$ cat config.mk
export PLATFORM = sky130hd
export DESIGN_NAME = reorder_buffer
export DESIGN_NICKNAME = d
export VERILOG_FILES = /design/src/rtl/rob_pkg.sv /design/src/rtl/reorder_buffer.sv
export SDC_FILE = /design/constraint.sdc
export NUM_CORES = 2
export LEC_CHECK = 0
export CAP_MARGIN = 20
export CORE_ASPECT_RATIO = 1.25
export CORE_UTILIZATION = 51
export DETAILED_ROUTE_END_ITERATION = 8
export PLACE_DENSITY = 0.73
export REMOVE_ABC_BUFFERS = 1
export SYNTH_ARGS = -nofsm -noshare
export SYNTH_HDL_FRONTEND = slang
export SYNTH_SLANG_ARGS = --single-unit
export TNS_END_PERCENT = 10
$ cat constraint.sdc
create_clock -name clk_in -period 21.7 [get_ports clk_in]
set_clock_uncertainty 0.05 [all_clocks]
set_input_delay 4.34 -clock clk_in [delete_from_list [all_inputs] [get_ports clk_in]]
set_output_delay 4.34 -clock clk_in [all_outputs]
set_load 0.005 [all_outputs]
$ cat src/rtl/rob_pkg.sv
// rtl/rob_pkg.sv - shared types for the reorder buffer
package rob_pkg;

  localparam int ROB_W_DEFAULT = 3;

  typedef logic [ROB_W_DEFAULT-1:0] rob_tag_t;

  typedef struct packed {
    logic        busy;
    logic        ready;
    logic        has_rd;
    logic [4:0]  rd;
    logic [31:0] value;
    logic        mispredict;
    logic [31:0] next_pc;
  } rob_entry_t;

endpackage

$ cat src/rtl/reorder_buffer.sv
// rtl/reorder_buffer.sv - circular in-order commit buffer feeding the register file write port
module reorder_buffer
  import rob_pkg::*;
#(
  parameter int ROB_W = ROB_W_DEFAULT
) (
  input  logic             clk_in,
  input  logic             rst_in,
  input  logic             rdy_in,
  input  logic             issue_valid,
  input  logic             issue_has_rd,
  input  logic [4:0]       issue_rd,
  input  logic             issue_ready,
  input  logic [31:0]      issue_value,
  output logic [ROB_W-1:0] issue_tag,
  output logic             full,
  input  logic             cdb_valid,
  input  logic [ROB_W-1:0] cdb_tag,
  input  logic [31:0]      cdb_value,
  input  logic             cdb_mispredict,
  input  logic [31:0]      cdb_next_pc,
  input  logic [ROB_W-1:0] query_tag,
  output logic             query_ready,
  output logic [31:0]      query_value,
  output logic             rf_have_task,
  output logic [4:0]       rf_reg_id,
  output logic             rf_rw,
  output logic [31:0]      rf_data,
  output logic             flush_out,
  output logic [31:0]      flush_pc
);

  localparam int DEPTH = 1 << ROB_W;
  localparam logic [ROB_W:0]   COUNT_FULL = (ROB_W+1)'(DEPTH);
  localparam logic [ROB_W:0]   COUNT_ONE  = (ROB_W+1)'(1);
  localparam logic [ROB_W-1:0] TAG_ONE    = ROB_W'(1);

  rob_entry_t       rob [DEPTH];
  logic [ROB_W-1:0] head;
  logic [ROB_W-1:0] tail;
  logic [ROB_W:0]   count;

  rob_entry_t head_e;
  logic       commit_fire;
  logic       commit_write;
  logic       flush_take;
  logic       issue_fire;
  logic       cdb_fire;

  always_comb begin
    head_e       = rob[head];
    commit_fire  = rdy_in && head_e.busy && head_e.ready;
    flush_take   = commit_fire && head_e.mispredict;
    commit_write = commit_fire && !head_e.mispredict && head_e.has_rd && (head_e.rd != 5'd0);
    issue_fire   = issue_valid && !full && rdy_in && !flush_take;
    cdb_fire     = cdb_valid && rdy_in && rob[cdb_tag].busy;
  end

  assign full        = (count == COUNT_FULL);
  assign issue_tag   = tail;
  assign query_ready = rob[query_tag].busy && rob[query_tag].ready;
  assign query_value = rob[query_tag].value;

  always_ff @(posedge clk_in or posedge rst_in) begin
    if (rst_in) begin
      for (int i = 0; i < DEPTH; i++) rob[i] <= '0;
      head         <= '0;
      tail         <= '0;
      count        <= '0;
      rf_have_task <= 1'b0;
      rf_reg_id    <= '0;
      rf_rw        <= 1'b0;
      rf_data      <= '0;
      flush_out    <= 1'b0;
      flush_pc     <= '0;
    end else begin
      rf_have_task <= 1'b0;
      rf_rw        <= 1'b0;
      flush_out    <= 1'b0;
      if (flush_take) begin
        // Mispredicted branch at head: drop everything younger, including this edge's issue/CDB.
        for (int i = 0; i < DEPTH; i++) rob[i].busy <= 1'b0;
        head      <= '0;
        tail      <= '0;
        count     <= '0;
        flush_out <= 1'b1;
        flush_pc  <= head_e.next_pc;
      end else begin
        if (cdb_fire) begin
          rob[cdb_tag].ready      <= 1'b1;
          rob[cdb_tag].value      <= cdb_value;
          rob[cdb_tag].mispredict <= cdb_mispredict;
          rob[cdb_tag].next_pc    <= cdb_next_pc;
        end
        if (issue_fire) begin
          rob[tail] <= '{busy: 1'b1, ready: issue_ready, has_rd: issue_has_rd, rd: issue_rd,
                         value: issue_value, mispredict: 1'b0, next_pc: 32'd0};
          tail <= tail + TAG_ONE;
        end
        if (commit_fire) begin
          rob[head].busy <= 1'b0;
          head           <= head + TAG_ONE;
          if (commit_write) begin
            rf_have_task <= 1'b1;
            rf_rw        <= 1'b1;
            rf_reg_id    <= head_e.rd;
            rf_data      <= head_e.value;
          end
        end
        case ({issue_fire, commit_fire})
          2'b10:   count <= count + COUNT_ONE;
          2'b01:   count <= count - COUNT_ONE;
          default: count <= count;
        endcase
      end
    end
  end

endmodule

Word level (Yosys, flattened, before mapping)
Cells that the tools add are included.
- logic and storage cells: 156
- register bits: 665
- multiplexer cells: 50
- reductions and logical operators: 23
- add/subtract/negate cells: 4
- equality and inequality tests: 3
- bitwise operators: 5
- order comparisons: 7
- operators with widths (cell ; number):
    $bwmux W584 ; 6
    $mux W584 ; 5
    $demux W73 S3 ; 6
    $bmux W73 S3 ; 3
    $mux W73 ; 8
    $mux W72 ; 1
    $mux W65 ; 1
    $mux W33 ; 1
    $mux W32 ; 1
    $ge A4 B4 Y1 const B ; 4
    $not A3 Y4 ; 4
    $logic_and A1 B1 Y1 ; 15
    $lt A4 B1 Y1 const B ; 3
    $mux W1 ; 12
    $mux W3 ; 4
    $pmux W4 S2 ; 1
    $add A3 B1 Y3 const B ; 2
    $reduce_bool A5 Y1 ; 1
    $add A4 B1 Y4 const B ; 1
    $eq A4 B4 Y1 const B ; 1
    $mux W4 ; 1
    $reduce_bool A2 Y1 ; 2
    $sub A4 B1 Y4 const B ; 1
    $logic_not A1 Y1 ; 3
    other kinds (5) ; 5

Depth between registers and ports, before layout
- word-level depth: 17
- depth in mapped cells: 13
- mapped depth without buffers: 10

Worst setup path before layout
Ideal clock, no wire load.
- path kind: input port to output port
- start: input port query_tag[0]
- end: output port query_value[0]
- stages on the path: 4
- path buffers: 2
- slack: 11.212 ns
- arrival: 6.098 ns
- cell sequence: clkbuf_1 buf_1 mux4_2 mux2_2
- word-level cells in the longest chain between the ends: 4
- RTL lines (item ; RTL line ; source):
    start: declaration ; reorder_buffer.sv:22 ; input logic [ROB_W-1:0] query_tag,
    $not A3 Y4 (implied by the code) ; reorder_buffer.sv:62 ; assign query_value = rob[query_tag].value;
    $bmux W73 S3 ; reorder_buffer.sv:62 ;
    $mux W73 (implied by the code) (2 in a row) ; reorder_buffer.sv:62 ;
    end: declaration ; reorder_buffer.sv:24 ; output logic [31:0] query_value,
No other way between the ends. The select of a mux whose other input is x is not followed.

Worst setup path in the final report
- start: input port query_tag[0]
- end: output port query_value[20]
Same word-level chain as after synthesis.

==> run_results.csv <==
group,metric,value,unit
outcome,status,"finished clean",
worst_setup_path,path_common_cell,"buf_4",
yosys,synth_cell_types,59,
sta,timing.final.hold_violations,0,
floorplan,die_y,293,µm
floorplan,boundaryPins,224,
yosys,synth_top_area_cell,"dfrtp_1",
floorplan,die_w,235,µm
pwr,power_density,138,nW/µm²
sta,finalCritPeriodShare,52.0,%
yosys,synthArstFlopShare,100,%
cts,cts_hold_buf,0,
grt,grt_pass1_wl,183000,µm
sta,worstMarginPinSlew,1.15,ns
min_path,worstHoldPathCells,1,
floorplan,initial_utilization,51.6,%
worst_setup_path,crit_type,"primary input to primary output",
grt,use_met3,6.45,%
sta,max_freq,88.6,MHz
worst_setup_path,critPathMaxFanout,46,
grt,grt_pass1_vias,30100,
cts,clock_latency,0.62,ns
detailed_routing,drtIter0Drc,3360,
worst_setup_path,crit_cells,5,
worst_setup_path,path_buf_inv,3,
yosys,avgSynthCellArea,9.56,µm²
min_path,hold_class,"flop to flop",
worst_setup_path,crit_family,"buffers and inverters",
yosys,synth-seq-cells,665,
grt,top_usage_layer,"met2",
floorplan,core_area,67100,µm²
cells_and_area,fin_nets,3692,
cts,ctsResizeCount,0,
yosys,ys_seq_area_share,48.0,%
grt,grt_usage,34.7,%
detailed_routing,ant_nets,0,
detailed_routing,routed_wl,119000,µm
worst_setup_path,path_cells,"buf_4 > buf_4 > mux4_2 > mux2_2 > clkdlybuf4s50_1",
cells_and_area,drive_gt1_share,13.3,%
sta,finalSetupViolations,0,
yosys,synthTopCellsByArea,"dfrtp_1, mux4_2, nand2_1",
worst_setup_path,worst_ep_arrival_time,6.90,ns
grt,gr-total-overflow,0,
yosys,synth_top_cell_area_share,48.0,%
cts,cts_buffer_depth,3,
cts,clkTransAtPathRegs,0.06,ns
sta,rsz0062_at_grt,"false",
flow_run,maxCapViolations,0,
placed_design,dp_hpwl,65800,µm
placed_design,placed_cells,4364,
cts,cts_htree_levels,3,
worst_setup_path,crit_path_max_incr_delay,0.72,ns
cts,numCtsBuffers,70,
detailed_routing,num_vias,29900,
floorplan,fp-row-count,106,
sta,slew_violations,0,
grt,grt_max_degree,127,
worst_setup_path,start_kind,"primary input",
pwr,p_leak,16.4,nW
detailed_routing,routed_via_density,6.64,
detailed_routing,first_pass_iters,8,
sta,layout_min_cycle_time,11.29,ns
yosys,synth_area,34700,µm²
placed_design,port_buffers,223,
floorplan,dieArea,69000,µm²
cts,cts_tree,"done",
sta,slew_headroom,23.6,%
cells_and_area,final_cells,4499,
yosys,synth-main-ff-cell,"dfrtp_1",
worst_setup_path,critPathCaptureType,"primary output",
worst_setup_path,r2r_cells,9,
worst_setup_path,worstPathRequired,17.31,ns
cts,cts_setup_buffers,0,
grt,use_met2,57.8,%
worst_setup_path,worst_path_max_delay_cell,"buf_4",
pwr,irDropWorstVdd,84.2,µV
grt,antenna_found_initial,14,
cts,root_buffer,"clkbuf_16",
detailed_routing,remaining_drc_errors,0,
yosys,syn_inst,3625,
cells_and_area,syn2layout_area_growth,12.8,%
detailed_routing,wl_per_cell,26.4,µm
yosys,synth_edf_count,0,
cts,cts_num_sinks,665,
placed_design,place_congestion,0.868,
grt,grt_util_met1,41.8,%
yosys,ys_warn_count,0,
sta,whs,0.420,ns
==> cell usage in the layout, fill, tap and decap left out, types with 5 or more instances in the layout <==
cell / Yosys / layout
nand2_1: 979 / 979
dfrtp_1: 665 / 662
a21oi_1: 559 / 559
nor2_1: 274 / 272
clkdlybuf4s50_1: 0 / 220
mux4_2: 206 / 206
a31oi_1: 116 / 114
o21ai_0: 77 / 77
clkbuf_16: 0 / 72
buf_4: 27 / 62
mux2_2: 58 / 58
nand3_1: 51 / 49
o22ai_1: 32 / 32
a2bb2oi_1: 31 / 31
a22oi_1: 23 / 23
mux2_1: 18 / 18
clkbuf_1: 167 / 16
clkinv_2: 0 / 14
clkbuf_8: 0 / 13
mux2i_1: 12 / 12
o31ai_4: 5 / 10
diode_2: 0 / 9
o31a_2: 0 / 9
and3_1: 8 / 7
inv_1: 9 / 7
o21ai_1: 8 / 6
inv_6: 0 / 5
nor3_1: 5 / 5
==> sequential cells by signal, summed over array words and instances, names as in the netlist, named ones only <==
name       cells
head           3
flush_out      1
rob          536
flush_pc      32
rf_reg_id      5
count          4
issue_tag      3
rf_data       32
rf_rw          1
==> metal layers <==
layer | vias up | wire, µm
li1 | 12500 | -
met1 | 14900 | 42000
met2 | 2012 | 57900
met3 | 464 | 11700
met4 | 10 | 6960
met5 | - | 63
==> power breakdown <==
part	leakage (nW)	internal [mW]	switching, mW
Sequential	8.46	1.75	0.452
Combinational	6.81	1.02	0.947
Clock	1.14	0.705	0.522
==> final timing paths <==
path	start	endpoint	slack [ns]
min in group asynchronous	rst_in	rf_data[4]$_DFFE_PP0P_	4.26
hold / removal	count[3]$_DFFE_PP0P_	count[3]$_DFFE_PP0P_	0.42
setup / recovery	query_tag[0]	query_value[20]	10.41
setup reg to reg	head[0]$_DFFE_PP0P_	rob[316]$_DFFE_PP0P_	15.93
max in group asynchronous	rst_in	rob[378]$_DFFE_PP0P_	14.94
hold reg to reg	count[3]$_DFFE_PP0P_	count[3]$_DFFE_PP0P_	0.42
==> cell type report <==
| class | count | area, µm² |
|---|---|---|
| inverter | 10 | 51.3 |
| multi-input combinational | 2541 | 16300 |
| clock buffer | 101 | 2040 |
| fill | 5621 | 28000 |
| timing repair buffer | 285 | 2720 |
| sequential | 665 | 16700 |
| clock inverter | 24 | 255 |
| tap | 864 | 1080 |
| antenna | 9 | 22.5 |
==> through the flow <==
stage          setup slack (ns)  power [mW]  cell area, µm²  setup TNS [ns]  utilization [%]
6_report                  10.41        5.40           39100               0             58.2
5_1_grt                   10.29        5.67           39100               0             58.2
4_1_cts                   10.42        5.38           39000               0             58.2
3_5_place_dp              10.42        4.15           36700               0             54.7
3_3_place_gp              10.48        4.08           36700               0             54.7
2_1_floorplan             -1.33        3.45           32700         -883.01                -
==> logic make-up after synthesis <==
kind of cell | synth area share [%]
adders and majority gates | 0.144
AOI/OAI and AO/OA | 14.8
and+or+nand+nor | 15.1
muxes | 16.2
xor gates and xnor gates | 0.126
DFF | 48.0
buffers and inverters | 5.63
==> cells in the mapped netlist, types with 4 or more instances <==
cell type,instances
mux2_2,58
nand3_1,51
dfrtp_1,665
mux2_1,18
o21ai_0,77
a2bb2oi_1,31
nand4b_1,4
inv_1,9
a311oi_1,5
mux2i_1,12
a22o_1,4
clkbuf_1,167
buf_1,38
nand2_1,979
nand4_1,4
o31ai_2,5
o31a_1,11
buf_6,9
o22ai_1,32
nor2_1,274
a21oi_1,559
a31oi_1,116
and3_1,8
o31ai_4,5
clkbuf_2,39
o21ai_1,8
a22oi_1,23
mux4_2,206
buf_4,27
buf_2,129
nor3_1,5
ha_1,4
Power figures use the tool's default switching activity.
